==> config.mk <==
export PLATFORM = sky130hd
export DESIGN_NAME = dac_frame_sequencer
export DESIGN_NICKNAME = d
export VERILOG_FILES = /design/src/rtl/dac_frame_sequencer.sv
export SDC_FILE = /design/constraint.sdc
export NUM_CORES = 1
export LEC_CHECK = 0
export CAP_MARGIN = 20
export CORE_MARGIN = 3
export CORE_UTILIZATION = 53
export DETAILED_ROUTE_END_ITERATION = 10
export GPL_ROUTABILITY_DRIVEN = 1
export PLACE_DENSITY = 0.87
export SETUP_SLACK_MARGIN = 0.1
export SKIP_LAST_GASP = 1
export SLEW_MARGIN = 20
export SYNTH_ARGS = -nofsm -noshare
export SYNTH_HDL_FRONTEND = slang
export SYNTH_SLANG_ARGS = --single-unit
==> constraint.sdc <==
create_clock -name dataclk -period 4.7 [get_ports dataclk]
set_input_delay 0.47 -clock dataclk [delete_from_list [all_inputs] [get_ports dataclk]]
set_output_delay 0.47 -clock dataclk [all_outputs]
set_load 0.005 [all_outputs]
==> src/rtl/dac_frame_sequencer.sv <==
// DAC frame scheduler: steps slot phase/channel, fetches one sample per slot
// over req/ack, counts frames and reports missed sample deadlines.
module dac_frame_sequencer #(
    parameter int NUM_CHANNELS = 20,
    parameter int SLOT_LEN     = 140,
    parameter int ACK_DEADLINE = 34
) (
    input  logic        dataclk,
    input  logic        reset,
    input  logic        run,
    input  logic [31:0] max_frames,
    input  logic        underrun_clear,
    input  logic        sample_ack,
    input  logic [15:0] sample_data,
    output logic [31:0] main_state,
    output logic [5:0]  channel,
    output logic        sample_clk,
    output logic        sample_req,
    output logic [15:0] DAC_input,
    output logic        running,
    output logic        done,
    output logic [31:0] frame_count,
    output logic        underrun,
    output logic [15:0] underrun_count
);

    localparam int PW = $clog2(SLOT_LEN);
    localparam int CLK_HIGH = SLOT_LEN / 2;

    typedef enum logic {
        IDLE,
        RUN
    } state_t;

    state_t        state;
    state_t        state_nx;
    logic [PW-1:0] phase;
    logic [PW-1:0] phase_nx;
    logic [5:0]    chan_nx;
    logic [31:0]   fcount_nx;
    logic          req_nx;
    logic          done_nx;
    logic          sclk_nx;
    logic          slot_end;
    logic          frame_end;
    logic          stop;
    logic          ack_ok;
    logic          miss;

    assign running    = (state == RUN);
    assign main_state = running ? 32'd100 + 32'(phase) : 32'd99;

    assign slot_end  = running && (phase == PW'(SLOT_LEN - 1));
    assign frame_end = slot_end && (channel == 6'(NUM_CHANNELS - 1));
    assign stop      = !run ||
                       ((max_frames != 32'd0) &&
                        (frame_count + 32'd1 == max_frames));

    assign ack_ok = sample_req && sample_ack;
    assign miss   = running && sample_req && !sample_ack &&
                    (phase == PW'(ACK_DEADLINE));

    always_comb begin
        state_nx  = state;
        phase_nx  = phase;
        chan_nx   = channel;
        fcount_nx = frame_count;
        req_nx    = sample_req;
        done_nx   = 1'b0;
        unique case (state)
            IDLE: begin
                req_nx = 1'b0;
                if (run) begin
                    state_nx  = RUN;
                    phase_nx  = '0;
                    chan_nx   = '0;
                    fcount_nx = '0;
                    req_nx    = 1'b1;
                end
            end
            RUN: begin
                phase_nx = phase + PW'(1);
                if (ack_ok || miss) begin
                    req_nx = 1'b0;
                end
                if (slot_end) begin
                    phase_nx = '0;
                    req_nx   = 1'b1;
                    if (!frame_end) begin
                        chan_nx = channel + 6'd1;
                    end else begin
                        fcount_nx = frame_count + 32'd1;
                        chan_nx   = '0;
                        if (stop) begin
                            state_nx = IDLE;
                            done_nx  = 1'b1;
                            req_nx   = 1'b0;
                        end
                    end
                end
            end
        endcase
    end

    // Registered from next-state values so it lines up with main_state.
    assign sclk_nx = (state_nx == RUN) && (chan_nx == 6'd0) &&
                     (phase_nx < PW'(CLK_HIGH));

    always_ff @(posedge dataclk or negedge reset) begin
        if (!reset) begin
            state       <= IDLE;
            phase       <= '0;
            channel     <= '0;
            frame_count <= '0;
            sample_req  <= 1'b0;
            sample_clk  <= 1'b0;
            done        <= 1'b0;
        end else begin
            state       <= state_nx;
            phase       <= phase_nx;
            channel     <= chan_nx;
            frame_count <= fcount_nx;
            sample_req  <= req_nx;
            sample_clk  <= sclk_nx;
            done        <= done_nx;
        end
    end

    always_ff @(posedge dataclk or negedge reset) begin
        if (!reset) begin
            DAC_input <= '0;
        end else if (ack_ok) begin
            DAC_input <= sample_data;
        end
    end

    // A deadline miss on the clear edge still registers as one event.
    always_ff @(posedge dataclk or negedge reset) begin
        if (!reset) begin
            underrun       <= 1'b0;
            underrun_count <= '0;
        end else if (miss) begin
            underrun <= 1'b1;
            if (underrun_clear) begin
                underrun_count <= 16'd1;
            end else if (underrun_count != 16'hFFFF) begin
                underrun_count <= underrun_count + 16'd1;
            end
        end else if (underrun_clear) begin
            underrun       <= 1'b0;
            underrun_count <= '0;
        end
    end

endmodule

==> metrics.txt <==
Initial DRC Count 542; Worst-Margin Slew 0.887 ns; CORE AREA 0.0106 mm^2; Rel. slew slack 0.400; fin util 0.694; unrepaired setup endpoints after global routing false; Seq/Total Area, Yosys 0.351; Mapped Cells 689; FP Rows 37; htree depth 3; most common cell after layout, fill and taps aside clkdlybuf4s50_1; Startpoint Class register; PD cells 304 mW/mm^2; largest net degree at the start of global routing 84; CTS resizes 0; Final Net Count 860; via/cell ratio 6.27; GPL Wtd Cong 0.951; die height 112 um; Critical Path RT 4.99 ns; DR vias 5898; Clock Latency Late Sink 0.39 ns; number of CTS-inserted buffers 9; final setup violation count 0; layout cells sized above 1 0.0734; Max Cap Viol 0; Mapped Area 0.00592 mm^2; WS Path Type register to register; number of flops mapped to enable cells by yosys 0; clock root cell clkbuf_8; Async SR Flop Fraction 1.00; Synthesis Warnings 0; syn_area_per_cell 8.59 um^2; Total GRT Usage 0.301; CP dominant cell by count nand4_1; width of the die 112 um; commonest non-fill, non-tap cells in the layout 135 x clkdlybuf4s50_1, 83 x dfrtp_1, 62 x nor2_1; worst-path maximum fanout 8; IR drop worst, VDD 330 uV; Setup Skew 0.0163 ns; CP max stage delay 0.82 ns; dominant cell type by area after synthesis dfrtp_1; first-pass GRT wire length 30.4 mm; Area contributors post-synth dfrtp_1 35%, xnor2_1 5.2%, o21ai_0 4.5%; outcome finished clean; vias in the first global route 5757; Post-CTS Setup Repair Bufs 0; clock tree buffer depth 2; Initial Util 0.559; DP Wirelength 14.0 mm; area share of the largest cell type after synthesis 0.351; CP max stage cell or4_2; DRC 0; Reg clk slew, reported paths 0.10 ns; CP Data Arrival Time 3.55 ns; CTS sink count 83; Worst Hold Class primary input to asynchronous set/reset pin; # IOs 160; crit path cell chain ha_1, nand4_1, or4_2, o41ai_1, a22oi_1, nand4_1, nor4b_4, nor3_1; ant diodes 0; # fillers 866; leakage 2.91 nW; GRT Residual Overflow 0; P&R area growth vs syn 24.2%; final worst path period share 0.694; flops & latches, synth 83; multi-input logic area 0.00349 mm^2; f_max 307 MHz; Final Critical Period 3.26 ns; port buffer count 136; Final TNS setup 0 ns; WL final 19.0 mm; hold buffers post-CTS 0; die area 0.0125 mm^2; ANT nets after route 0; final hold vios 0; antenna violations before repair 0; Top FF cell, synth dfrtp_1; sequential standard cell area 0.00208 mm^2; Tot Pwr 2.23 mW; Final Slew Violations 0; Setup crit end kind register; post-synth cell types 66; CTS tree done; drt first pass iters 7; wire per inst 20.2 um
through the flow:
step / hold WS (ns) / setup slack, ns / instances / instance area (um^2)
detailed placement: 0.497 / 1.57 / 924 / 7180
global placement: 0.486 / 1.67 / 924 / 7180
global route: 0.191 / 1.30 / 940 / 7360
floorplan: 0.174 / 1.97 / 711 / 6000
CTS: 0.324 / 1.50 / 940 / 7350
finish: 0.127 / 1.44 / 940 / 7360
layout make-up:
cell class              instances  share of cell area
clock inverters                 6             0.00561
flip-flops and latches         83               0.282
clock buffers                  10              0.0173
inverters                      15             0.00765
multi-input cells             550               0.475
well taps                     136              0.0231
repair buffers                140               0.189
report_power, final:
part           internal, mW  switching (mW)  total, mW
Combinational         0.428           0.363      0.791
Clock                 0.192           0.293      0.485
Sequential            0.799           0.159      0.958
Total                  1.42           0.815       2.23
routing by layer:
layer / share of wire / up-vias / global-route usage
met5: 0 / - / 0
li1: - / 2710 / -
met3: 0.10 / 44 / 0.0940
met2: 0.47 / 343 / 0.483
met4: 0.024 / 0 / 0.0973
met1: 0.40 / 2801 / 0.388
cells by family (layout without fill, tap and decap cells):
family | count (synthesis) | in the layout | synth area share
buf+inv | 78 | 171 | 0.0735
simple gates | 301 | 301 | 0.280
compound gates | 136 | 136 | 0.148
mux | 20 | 20 | 0.0374
flops | 83 | 83 | 0.351
fa+ha+maj | 8 | 8 | 0.0169
other cells | 1 | 23 | 0.000633
xor+xnor | 62 | 62 | 0.0930
Yosys cell counts (6+ instances only):
| library cell | n |
|---|---|
| xnor2_1 | 35 |
| and3_1 | 15 |
| nor4_1 | 24 |
| o21ai_0 | 53 |
| xor2_1 | 26 |
| nand4_1 | 28 |
| nand2b_1 | 6 |
| clkbuf_1 | 30 |
| ha_1 | 8 |
| nor3_1 | 17 |
| nand2_1 | 57 |
| mux2_2 | 17 |
| a31oi_1 | 8 |
| buf_4 | 23 |
| o31ai_1 | 20 |
| nor2_1 | 62 |
| or4_1 | 6 |
| nand3_1 | 33 |
| dfrtp_1 | 83 |
| a21oi_1 | 17 |
| inv_1 | 14 |
| and2_1 | 7 |
critical path, delay by kind of cell, from the launching register on:
kind	cells	cell delay [ns]
AO/OA/AOI/OAI	2	0.66
AND/OR/NAND/NOR	5	1.66
adder cells (fa/ha/maj)	1	0.34
flip-flops	1	0.48
path summary, 6_finish.rpt:
check,from,to,slack (ns),cells past startpoint
max,frame_count[0]$_DFFE_PN0P_,sample_clk$_DFF_PN0_,1.44,8
min,reset,phase[6]$_DFF_PN0_,0.13,1
max reg2reg,frame_count[0]$_DFFE_PN0P_,sample_clk$_DFF_PN0_,1.44,8
min reg2reg,DAC_input[7]$_DFFE_PN0P_,DAC_input[7]$_DFFE_PN0P_,0.51,1
max in group asynchronous,reset,frame_count[22]$_DFFE_PN0P_,4.02,1
min in group dataclk,DAC_input[7]$_DFFE_PN0P_,DAC_input[7]$_DFFE_PN0P_,0.51,1
sequential cells by signal (all words and copies together), names as in the netlist:
register / flops
phase: 8
DAC_input: 16
underrun: 1
channel: 6
frame_count: 32
done: 1
sample_req: 1
underrun_count: 16
running: 1
sample_clk: 1
No activity file was read; power rests on OpenSTA's default activity.
==> RTL edit 1: new RTL, same settings <==
Put one more register stage on the output `underrun_count`, without a reset. The value now appears one clock later. The other outputs are not delayed to match.
--- a/src/rtl/dac_frame_sequencer.sv
+++ b/src/rtl/dac_frame_sequencer.sv
@@ -31,6 +31,8 @@
         IDLE,
         RUN
     } state_t;
+
+    logic [15:0] underrun_count_s0;
 
     state_t        state;
     state_t        state_nx;
@@ -138,18 +140,22 @@
     always_ff @(posedge dataclk or negedge reset) begin
         if (!reset) begin
             underrun       <= 1'b0;
-            underrun_count <= '0;
+            underrun_count_s0 <= '0;
         end else if (miss) begin
             underrun <= 1'b1;
             if (underrun_clear) begin
-                underrun_count <= 16'd1;
-            end else if (underrun_count != 16'hFFFF) begin
-                underrun_count <= underrun_count + 16'd1;
+                underrun_count_s0 <= 16'd1;
+            end else if (underrun_count_s0 != 16'hFFFF) begin
+                underrun_count_s0 <= underrun_count_s0 + 16'd1;
             end
         end else if (underrun_clear) begin
             underrun       <= 1'b0;
-            underrun_count <= '0;
+            underrun_count_s0 <= '0;
         end
+    end
+
+    always_ff @(posedge dataclk) begin
+        underrun_count <= underrun_count_s0;
     end
 
 endmodule
Check against the original RTL: same outputs for any inputs over 10 cycles, from zero or initial values and one cycle with reset low; that may be too few to reach the edited logic, so the function may still have changed.
==> RTL edit 1 against the unedited design <==
  * Design area up 0.34%
  * Worst setup slack improved by 41 ps
  * Power is 20% higher
  * Largest power group unchanged
  * Wire length down 13%
  * Area after synthesis fell by 0.76%
  * Sequential cell count rose by 16
  * Non-clock buffer count shrank 4
  * Clock power grew 26%
  * Critical endpoint is now sample_req
  * Largest cell class unchanged
==> RTL edit 1: results (changes against the unedited design) <==
Internal=1.79 mW (+26%); Worst Skew=17.0 ps (+0.621 ps); Crit Reg-Reg Endpoint=sample_req; r2r setup slk=1480 ps (+40 ps); nonclk buf count=136 (-2.9%); Post-synth top cells=dfrtp_1, o21ai_0, nand2_1, nor2_1, xnor2_1; share of post-route cells with drive strength above 1=0.0669 (-0.00645); met2 GRT Util=0.431 (-0.0514); CP max stage delay=920 ps (+100 ps); Signal buf overhead=0.185 (-0.00471); comb pwr=890 uW (+13%); final-layout fill cell count=847 (-2.2%); Inverters excl. clock=16 (+1); synthesized-area fraction occupied by adder cells=0.0170 (+0.000130); Slew HR=0.281 (-0.119); GR Layer Usage met3=0.0551 (-0.0389); P_leak=2.91 nW (+0.12%); Detailed Place HPWL=12.1 mm (-13%); WL met2=8.10 mm (-8.9%); met3 wire len=1.22 mm (-38%); gr usage total=0.262 (-0.0388); sequential share of the synthesized area=0.408 (+0.0572); top cells by area, synth=dfrtp_1, xnor2_1, dfxtp_1, o21ai_0, nand2_1; met1 global-route usage=0.342 (-0.0450); Final clock-cell share=0.0310 (+0.00806); Slowest-stage cell, CP=nor4_2; Max IR drop VDD=0.000215 V (-35%); run status=completed
## RTL edit 1: per-stage QoR
stage | worst slack (ps) | area (um2) | hold slack, ps | total power, mW | std cells
2_1_floorplan | 2420 | 5960 | 174 | 1.60 | 668
3_3_place_gp | 1720 | 7140 | 399 | 2.05 | 882
3_5_place_dp | 1580 | 7140 | 412 | 2.08 | 882
4_1_cts | 1560 | 7370 | 309 | 2.68 | 898
5_1_grt | 1260 | 7380 | 183 | 2.82 | 898
6_report | 1480 | 7380 | 116 | 2.67 | 898
## RTL edit 1: worst max-delay path by stage
stage / to / cells after the start / slack (ps)
detailed placement: sample_req / 8 / 1580
finish: sample_req / 8 / 1480
floorplan: sample_req / 8 / 2420
global placement: sample_clk / 8 / 1720
CTS: sample_req / 8 / 1560
global route: sample_req / 8 / 1260
## RTL edit 1: worst max-delay path: cells and delay by family (launching register included)
kind	cells	cell delay (ps)
simple gates	5	1960
flops	1	540
compound gates	2	330
mux	1	210
==> RTL edit 2: new RTL, same settings <==
Without the edit above. Set the parameter `SLOT_LEN` to 280 (it was 140).
--- a/src/rtl/dac_frame_sequencer.sv
+++ b/src/rtl/dac_frame_sequencer.sv
@@ -2,7 +2,7 @@
 // over req/ack, counts frames and reports missed sample deadlines.
 module dac_frame_sequencer #(
     parameter int NUM_CHANNELS = 20,
-    parameter int SLOT_LEN     = 140,
+    parameter int SLOT_LEN     = 280,
     parameter int ACK_DEADLINE = 34
 ) (
     input  logic        dataclk,
Function: same outputs for any inputs over 10 cycles, from zero or initial values and one cycle with reset low; that may be too few to reach the edited logic, so the function may still have changed.
==> RTL edit 2 against the unedited design <==
  * Worst setup slack got worse by 620 ps
  * Design area decreased by 2.7%
  * Sequential cell count rose by 1
  * Wire length shrank 17%
  * Power up 5.1%
  * Non-clock buffer count rose by 2
  * First-iteration DRC count is 27% lower
  * Area after synthesis is 5.5% lower
==> RTL edit 2: results (changes against the unedited design) <==
WHS=162 ps (+34.9 ps); Reg clk slew, reported paths=90 ps; Post-DP Area=6970 um2 (-3.0%); I/O Buffers=137 (+0.74%); Slowest-stage cell, CP=nor3b_1; Max IR drop VDD=0.000263 V (-20%); ANT cells=0 (unchanged); Vias=5,522 (-6.4%); Sw Ratio=0.343 (-0.0222); run status=completed; clk_lat worst skew=370 ps (-20 ps); Detailed Route Iter0 Violations=395 (-27%); final-layout fill cell count=800 (-7.6%); dpl ws=980 ps (-594 ps); top cells by area, synth=dfrtp_1, xnor2_1, o21ai_0, nand2_1, nor2_1; largest net degree at the start of global routing=85 (+1.2%); Vias/cell=6.01 (-4.2%); comb pwr=837 uW (+5.8%); share of post-route cells with drive strength above 1=0.0636 (-0.00977); gr usage total=0.266 (-0.0346); final WL=15.7 mm (-17%); Slew HR=0.429 (+0.0281); critical path fanouts, max=9 (+1); clock network power share=0.205 (-0.012); Yosys cell types=59 (-11%); first-pass GRT wire length=25.1 mm (-17%); P_leak=2.79 nW (-4.1%); DR pass1 iterations=5 (-2); Detailed Place HPWL=11.5 mm (-18%); Combinational Power Share=0.357 (+0.003); sequential share of the synthesized area=0.376 (+0.0248); Post-synth top cells=dfrtp_1, nand2_1, nor2_1, o21ai_0, xnor2_1; gpl congestion=0.932 (-2.0%); Final Critical Period=3880 ps (+619 ps); Post-Syn Instances=659 (-4.4%)
==> RTL edit 2: cell types whose count changed in the layout (fill, tap and decap cells not counted), sizes merged, moves of 6 or more <==
cell,delta
nand2,+12
nor4,-9
nor2,+6
nor3,+7
or4,-6
a21oi,+7
==> RTL edit 2: logic make-up after synthesis <==
family	count (synthesis)	share of synthesized area
buf+inv	60	0.0565
fa+ha+maj	8	0.0179
flops	84	0.376
compound gates	130	0.141
xor+xnor	61	0.0954
simple gates	296	0.275
other cells	1	0.000670
mux	19	0.0378
==> RTL edit 2: layout make-up <==
type,count,area (um2),area share
Clock inverter,5,37.5,0.00524
Timing Repair Buffer,142,1410,0.198
Clock buffer,10,138,0.0192
Tap cell,133,166,0.0233
Sequential cell,84,2100,0.294
Inverter,9,33.8,0.00472
Multi-Input combinational cell,536,3270,0.456
==> RTL edit 2: worst paths after layout <==
kind                       depth (start not counted)                 to            from
max                                                9         sample_clk  frame_count[0]
min                                                1  underrun_count[0]           reset
max reg2reg                                        9         sample_clk  frame_count[0]
min reg2reg                                        1       DAC_input[6]    DAC_input[6]
max in group asynchronous                          1    frame_count[14]           reset
min in group dataclk                               1       DAC_input[6]    DAC_input[6]
==> RTL edit 2: worst reg2reg max path, stage by stage, from the launching register on <==
cell       delay [ps]
dfrtp_1           460
ha_1              360
nand3_1           330
nor3b_1           710
nand4_1           270
xnor2_1           180
a2111oi_0         480
nand4_1           210
o41ai_1           630
nor3_1            110
==> RTL edit 2: per-layer routing <==
metal,part of all wire,global-route usage
met1,0.41,0.337
met2,0.48,0.444
met3,0.083,0.0509
met4,0.029,0.115
met5,0,0
